--- config.mk ---
export PLATFORM = sky130hd
export DESIGN_NAME = spi_xfer_seq
export DESIGN_NICKNAME = d
export VERILOG_FILES = /design/src/rtl/spi_xfer_seq.sv
export SDC_FILE = /design/constraint.sdc
export NUM_CORES = 1
export LEC_CHECK = 0
export ABC_AREA = 1
export BUFFER_PORTS_ARGS = -buffer_cell sky130_fd_sc_hd__buf_2
export CORE_ASPECT_RATIO = 1.1
export CORE_MARGIN = 2
export CORE_UTILIZATION = 40
export CTS_CLUSTER_SIZE = 24
export DETAILED_ROUTE_END_ITERATION = 12
export PLACE_DENSITY = 0.75
export RECOVER_POWER = 50
export SYNTH_ARGS = -nofsm -noshare
export SYNTH_HDL_FRONTEND = slang
export SYNTH_SLANG_ARGS = --single-unit
--- constraint.sdc ---
create_clock -name i_clk -period 5.3 [get_ports i_clk]
set_input_delay 0.795 -clock i_clk [delete_from_list [all_inputs] [get_ports i_clk]]
set_output_delay 0.795 -clock i_clk [all_outputs]
set_load 0.02 [all_outputs]
--- src/rtl/spi_xfer_seq.sv ---
// spi_xfer_seq: bus-master sequencer that turns each TX stream word into one complete SPI core transfer
module spi_xfer_seq #(
    parameter logic [4:0]  ADDR_TX     = 5'h00,
    parameter logic [4:0]  ADDR_RX     = 5'h00,
    parameter logic [4:0]  ADDR_CTRL   = 5'h10,
    parameter logic [4:0]  ADDR_DIV    = 5'h14,
    parameter logic [31:0] DIV_VALUE   = 32'd4,
    parameter logic [31:0] CTRL_CFG    = 32'h0000_0008,
    parameter int          GO_BIT      = 8,
    parameter int          ACK_TIMEOUT = 255,
    parameter int          POLL_MAX    = 1023
) (
    input  logic        i_clk,
    input  logic        i_rst,
    input  logic        i_tx_valid,
    output logic        o_tx_ready,
    input  logic [31:0] i_tx_data,
    output logic        o_rx_valid,
    input  logic        i_rx_ready,
    output logic [31:0] o_rx_data,
    output logic [4:0]  o_addr,
    output logic [31:0] o_data,
    input  logic [31:0] i_data,
    output logic [3:0]  o_byte_sel,
    output logic        o_write_en,
    output logic        o_stb,
    output logic        o_cyc,
    input  logic        i_ack,
    input  logic        i_err,
    output logic        o_busy,
    output logic        o_err,
    input  logic        i_err_clr
);
    localparam int          WW      = $clog2(ACK_TIMEOUT + 1);
    localparam int          PW      = $clog2(POLL_MAX + 1);
    localparam logic [31:0] GO_WORD = CTRL_CFG | (32'd1 << GO_BIT);

    typedef enum logic [2:0] {
        S_INIT, S_IDLE, S_WR_TX, S_WR_GO, S_POLL, S_RD_RX, S_OUT, S_GAP
    } state_t;

    state_t          r_state, r_ret, w_next, w_ret;
    logic            r_run;
    logic [31:0]     r_tx, r_rx;
    logic [WW-1:0]   r_wait;
    logic [PW-1:0]   r_poll;
    logic            r_err;
    logic            w_stb, w_we, w_ack, w_fault, w_go;
    logic [4:0]      w_addr;
    logic [31:0]     w_wdata;

    // Bus request for the current state, cycle outcome and next state; GAP returns to r_ret
    always_comb begin
        w_next  = r_state;
        w_ret   = r_ret;
        w_stb   = 1'b0;
        w_we    = 1'b0;
        w_addr  = '0;
        w_wdata = '0;
        case (r_state)
            S_INIT: if (r_run) begin
                w_stb   = 1'b1;
                w_we    = 1'b1;
                w_addr  = ADDR_DIV;
                w_wdata = DIV_VALUE;
            end
            S_WR_TX: begin
                w_stb   = 1'b1;
                w_we    = 1'b1;
                w_addr  = ADDR_TX;
                w_wdata = r_tx;
            end
            S_WR_GO: begin
                w_stb   = 1'b1;
                w_we    = 1'b1;
                w_addr  = ADDR_CTRL;
                w_wdata = GO_WORD;
            end
            S_POLL: begin
                w_stb  = 1'b1;
                w_addr = ADDR_CTRL;
            end
            S_RD_RX: begin
                w_stb  = 1'b1;
                w_addr = ADDR_RX;
            end
            default: ;
        endcase
        w_go    = i_data[GO_BIT];
        w_ack   = w_stb && i_ack && !i_err;
        w_fault = w_stb && (i_err || (!i_ack && r_wait == WW'(ACK_TIMEOUT - 1)) ||
                  (r_state == S_POLL && i_ack && w_go && r_poll == PW'(POLL_MAX - 1)));
        if (w_fault)
            w_next = S_IDLE;
        else
            case (r_state)
                S_INIT:  if (w_ack) w_next = S_IDLE;
                S_IDLE:  if (i_tx_valid) w_next = S_WR_TX;
                S_WR_TX: if (w_ack) begin
                    w_next = S_GAP;
                    w_ret  = S_WR_GO;
                end
                S_WR_GO: if (w_ack) begin
                    w_next = S_GAP;
                    w_ret  = S_POLL;
                end
                S_POLL:  if (w_ack) begin
                    w_next = S_GAP;
                    w_ret  = w_go ? S_POLL : S_RD_RX;
                end
                S_RD_RX: if (w_ack) w_next = S_OUT;
                S_OUT:   if (i_rx_ready) w_next = S_IDLE;
                default: w_next = r_ret;
            endcase
    end

    // State register; reset parks the sequencer in INIT_DIV
    always_ff @(posedge i_clk or posedge i_rst) begin
        if (i_rst) begin
            r_state <= S_INIT;
            r_ret   <= S_IDLE;
        end else begin
            r_state <= w_next;
            r_ret   <= w_ret;
        end
    end

    // Datapath: run flag delaying the first strobe, TX/RX words, wait and poll counters, sticky error
    always_ff @(posedge i_clk or posedge i_rst) begin
        if (i_rst) begin
            r_run  <= 1'b0;
            r_tx   <= '0;
            r_rx   <= '0;
            r_wait <= '0;
            r_poll <= '0;
            r_err  <= 1'b0;
        end else begin
            r_run  <= 1'b1;
            if (r_state == S_IDLE && i_tx_valid)
                r_tx <= i_tx_data;
            if (r_state == S_RD_RX && w_ack)
                r_rx <= i_data;
            r_wait <= (w_stb && !i_ack && !i_err) ? r_wait + 1'b1 : '0;
            r_poll <= (r_state == S_WR_GO) ? '0 : (r_state == S_POLL && w_ack) ? r_poll + 1'b1 : r_poll;
            r_err  <= w_fault || (r_err && !i_err_clr);
        end
    end

    assign o_stb      = w_stb;
    assign o_cyc      = w_stb;
    assign o_addr     = w_addr;
    assign o_data     = w_wdata;
    assign o_write_en = w_we;
    assign o_byte_sel = {4{w_stb}};
    assign o_tx_ready = r_state == S_IDLE;
    assign o_rx_valid = r_state == S_OUT;
    assign o_rx_data  = r_rx;
    assign o_busy     = r_run && r_state != S_IDLE;
    assign o_err      = r_err;
endmodule

Yosys cells after proc, flatten, opt, wreduce, memory -nomap -nowiden
Index checks and enable logic that the tools add are counted.
{"block": "op_classes", "n_addsub": 2, "div_mod_pow": 0, "order_cmp": 0, "bitwise": 1, "n_eq_ne": 17, "n_reduce_logical": 29, "multipliers": 0, "muxes": 22, "shift": 0}
{"op": "$pmux W32 S3", "n": 1}
{"op": "$mux W3", "n": 10}
{"op": "$mux W10", "n": 2}
{"op": "$pmux W3 S5", "n": 1}
{"op": "$logic_and A1 B1 Y1", "n": 14}
{"op": "$add A10 B1 Y10 const B", "n": 1}
{"op": "$eq A10 B10 Y1 const B", "n": 1}
{"op": "$pmux W5 S2", "n": 1}
{"op": "$reduce_and A5 Y1", "n": 2}
{"op": "$eq A3 B3 Y1 const B", "n": 3}
{"op": "$ne A3 B1 Y1 const B", "n": 3}
{"op": "$pmux W3 S3", "n": 1}
{"op": "$add A8 B1 Y8 const B", "n": 1}
{"op": "$eq A8 B8 Y1 const B", "n": 1}
{"op": "$mux W8", "n": 1}
{"op": "$eq A3 B2 Y1 const B", "n": 2}
{"op": "$ne A2 B2 Y1 const B", "n": 3}
{"op": "$ne A3 B3 Y1 const B", "n": 2}
{"op": "$mux W5", "n": 1}
{"op": "$pmux W1 S2", "n": 2}
{"op": "$reduce_or A2 Y1", "n": 2}
{"op": "$reduce_or A4 Y1", "n": 1}
{"op": "$eq A3 B1 Y1 const B", "n": 1}
{"op": "$logic_not A1 Y1", "n": 3}
{"op": "8 further kinds", "n": 11}
{"block": "totals", "out_inout_bits": 80, "register_bits": 90, "latchBits": 0, "ramBits": 0, "inputBits": 71, "rom_bits": 0, "n_memories": 0}

Longest topological paths before layout
{"block": "depth", "word_depth": 8, "ltp_mapped": 12, "depth_no_buf": 12}

Worst setup path before layout
OpenSTA, ideal clock, no wires.
{"block": "synth_timing", "path_kind": "register -> output", "start": "reg r_state[2]", "end": "out o_data[14]", "required_time_ns": 4.505, "arrival_ns": 1.527, "setup_slack_ns": 2.978, "stages_incl_launch_ff": 6, "path_cell_list": "dfrtp_1 -> inv_2 -> ha_1 -> a21oi_1 -> clkbuf_1 -> nor3_1"}
{"block": "synth_via", "elab_chain_len": 2, "word_cells_on_any_way": 4}
{"item": "from (decl)", "line": "42", "source": "state_t r_state, r_ret, w_next, w_ret;"}
{"item": "from (signal assigned)", "line": "123", "source": "r_state <= w_next;"}
{"item": "$eq A3 B2 Y1 or $logic_not A3 Y1 (tied branches)", "line": "60", "source": "case (r_state)"}
{"item": "$pmux W32 S3 *", "line": "60"}
{"item": "to (decl)", "line": "22", "source": "output logic [31:0] o_data,"}
Mark *: on every way between the ends. The rest lies on a longest branch, timed or not.

Worst setup path in the final report
{"block": "layout_timing", "start": "reg r_state[2]", "end": "out o_data[24]"}
The elaborated chain is that of the path after synthesis.

==> qor.txt <==
status: finished with violations
Highest Clock Rate: 0.2989 GHz
pin count of the biggest net entering global routing: 71
Slew HR: -0.1127
Sw Pwr: 1.338 mW
largest cells by area after synthesis: dfrtp_1 (50%), nand2_1 (11%), nand3_1 (5.2%), inv_1 (4.5%), nor2_1 (4.4%)
Cell variety after synth: 33
synthesized cell area: 4436 um2
DR pass1 iterations: 5
Vias/cell: 4.776
cts repair resizes: 0
CP max stage delay: 490 ps
CP startpoint kind: flip-flop
setup_tns: 0 ps
critical-path cell with the highest stage delay: nor2_1
max-slew violation count: 71
vias in the first global route: 3810
Leak: 2.922 nW
vias post-DR: 3840
switching share of power: 0.4345
max-cap violation count: 1
post-synthesis area per instance: 8.449 um2
first-pass GRT wire length: 16870 um
Syn Inst Count: 525
Synth async-reset ratio: 1.000
Routed WL: 10060 um
# port buffers: 147
worst skew pair latency: 340 ps
layout net count: 730
Starting DRT DRC Count: 293
share of power burned in registers: 0.372
critical-path cell list: inv_2 -> nand2_1 -> nor2_1 -> inv_1 -> nor3_1 -> buf_2
Pwr Total: 3.079 mW
Final setup viols: 0
Setup Crit Path Kind: flip-flop to output pin
critical path fanouts, max: 21
Placer Congestion: 0.8521
hpwl dp: 7306 um
initial antenna violation count: 0
die width: 104.4 um
design area: 5368 um2
Antenna Nets Post-Route: 0
Synth area leader: dfrtp_1
commonest cells after routing, fill and taps aside: nand2_1 (136), buf_2 (114), dfrtp_1 (89), nor2_1 (52), inv_1 (52)
CTS tree: yes
Int Power: 1.741 mW
RSZ-0062 raised after global routing: no
Max Buffers Root-to-Sink: 2
share of the synthesized area in the top cell type: 0.5021
WP buf/inv: 3
hold slack: 469.8 ps
Core Region: 10860 um2
sequential area share after synthesis: 0.5080
HP Class: flip-flop to flip-flop
CP Capture Type: output pin
Antenna diodes: 0
worst-margin pin slew: 1669 ps
Sink Count: 90
Yosys reg bits: 90
DR WL/cell: 12.52 um
VDD IR max: 0.0002375 V
placed cell area: 5150 um2
post-CTS setup buffer count: 0
CTS Buf Count: 9
Layout Area Growth over Synthesis: 21.02%
Clock power frac: 0.194
height of the die: 114.4 um
gr ovfl total: 0
crit path time final: 3346 ps
Post-CTS Hold Fix Bufs: 0
Worst Clk Skew: 6.825 ps
hold violation count in the final report: 0
warning count from the yosys run: 0
failing checks: max-capacitance violations, max-slew violations
CTS H-tree lvls: 3
Top-Level Pins: 151
Final period util: 0.6312
CP arrival: 2550 ps
pwr/cell area: 573.6 nW/um2
row count: 40
Starting Density: 0.4084
GR Util All Layers: 0.1735
Comb power frac: 0.434
Top FF cell, synth: dfrtp_1
share of post-route cells with drive strength above 1: 0.2314
crit-path leading delay family: buffers and inverters
clk root buf: clkbuf_16
commonest non-fill, non-tap cell in the layout: nand2_1
# DRC: 0
clk slew on worst S/H paths: 60 ps
Crit path required time: 4510 ps
Die ar.: 11950 um2
EDFF count, synth: 0
sequential cells by signal (all words and copies together) (netlist names):
register   flops
o_rx_data     32
r_run          1
r_ret          3
r_wait         8
o_err          1
r_tx          32
r_state        3
r_poll        10
power groups by stage:
stage          sequential, mW  combinational (mW)  clock, mW
4_1_cts                  1.14                1.40      0.614
3_5_place_dp             1.15                1.40          0
6_report                 1.15                1.34      0.598
3_3_place_gp             1.13                1.36          0
5_1_grt                  1.18                1.49      0.640
2_1_floorplan            1.26               0.955          0
cells in the mapped netlist (3+ instances only):
cell,number
o21ai_0,12
nand2_4,3
nor3_1,23
mux2_2,4
nand3_1,46
clkbuf_1,6
inv_1,53
mux2_4,8
nand2_1,135
dfrtp_1,89
a21oi_1,28
ha_1,5
nor2_1,52
nand4_1,8
xor2_1,3
buf_2,6
buf_6,6
buf_4,14
per-layer routing:
metal / GRT usage / vias up / wire (um) / share of wire
li1: - / 1917 / - / -
met1: 0.2049 / 1798 / 4319 / 0.43
met2: 0.3050 / 105 / 5031 / 0.50
met3: 0.03529 / 20 / 471 / 0.047
met4: 0.08018 / 0 / 242 / 0.024
met5: 0 / - / 0 / 0
cell type report:
cell class | count | area, um2
Clock buffer | 10 | 229.0
Clock inverter | 4 | 45.04
Fill cell | 1052 | 5493
Inverter | 56 | 214.0
Multi-Input combinational cell | 349 | 1743
Sequential cell | 90 | 2253
Tap cell | 147 | 183.9
Timing Repair Buffer | 148 | 699.4
path summary, 6_finish.rpt:
| path | start | to | slack, ps | cells past startpoint |
|---|---|---|---|---|
| hold / removal | o_rx_data[8] | o_rx_data[8] | 470 | 2 |
| max in group asynchronous | i_rst | r_tx[0] | 2650 | 3 |
| min in group asynchronous | i_rst | r_tx[22] | 590 | 2 |
| hold reg to reg | o_rx_data[8] | o_rx_data[8] | 470 | 2 |
| setup / recovery | r_state[2] | o_data[24] | 1950 | 6 |
| setup reg to reg | r_state[1] | o_rx_data[7] | 2680 | 8 |
through the flow:
stage,util,std cells,setup WS [ps]
CTS,0.4994,804,1922
global placement,0.4742,790,2384
finish,0.4942,804,1955
floorplan,-,527,2171
detailed placement,0.4742,790,2289
global route,0.4942,804,1550
kinds of logic (layout without fill, tap and decap cells):
logic type | count (synthesis) | after routing | share of synthesized area
compound gates | 46 | 46 | 0.05473
xor+xnor | 5 | 5 | 0.009875
fa+ha+maj | 5 | 5 | 0.01410
buf+inv | 88 | 218 | 0.09873
flops | 90 | 90 | 0.5080
mux | 12 | 12 | 0.03724
other cells | 2 | 4 | 0.001693
simple gates | 277 | 277 | 0.2756
worst register-to-register path: stages (launching register included):
cell and delay [ps]:
dfrtp_1 540, nor2_1 200, nand3_1 180, nand2_1 330, nand2_1 220, inv_2 470
nand2_4 330, nand2_1 190, nand2_1 60
Note: power is estimated with default switching activity, not from simulation.
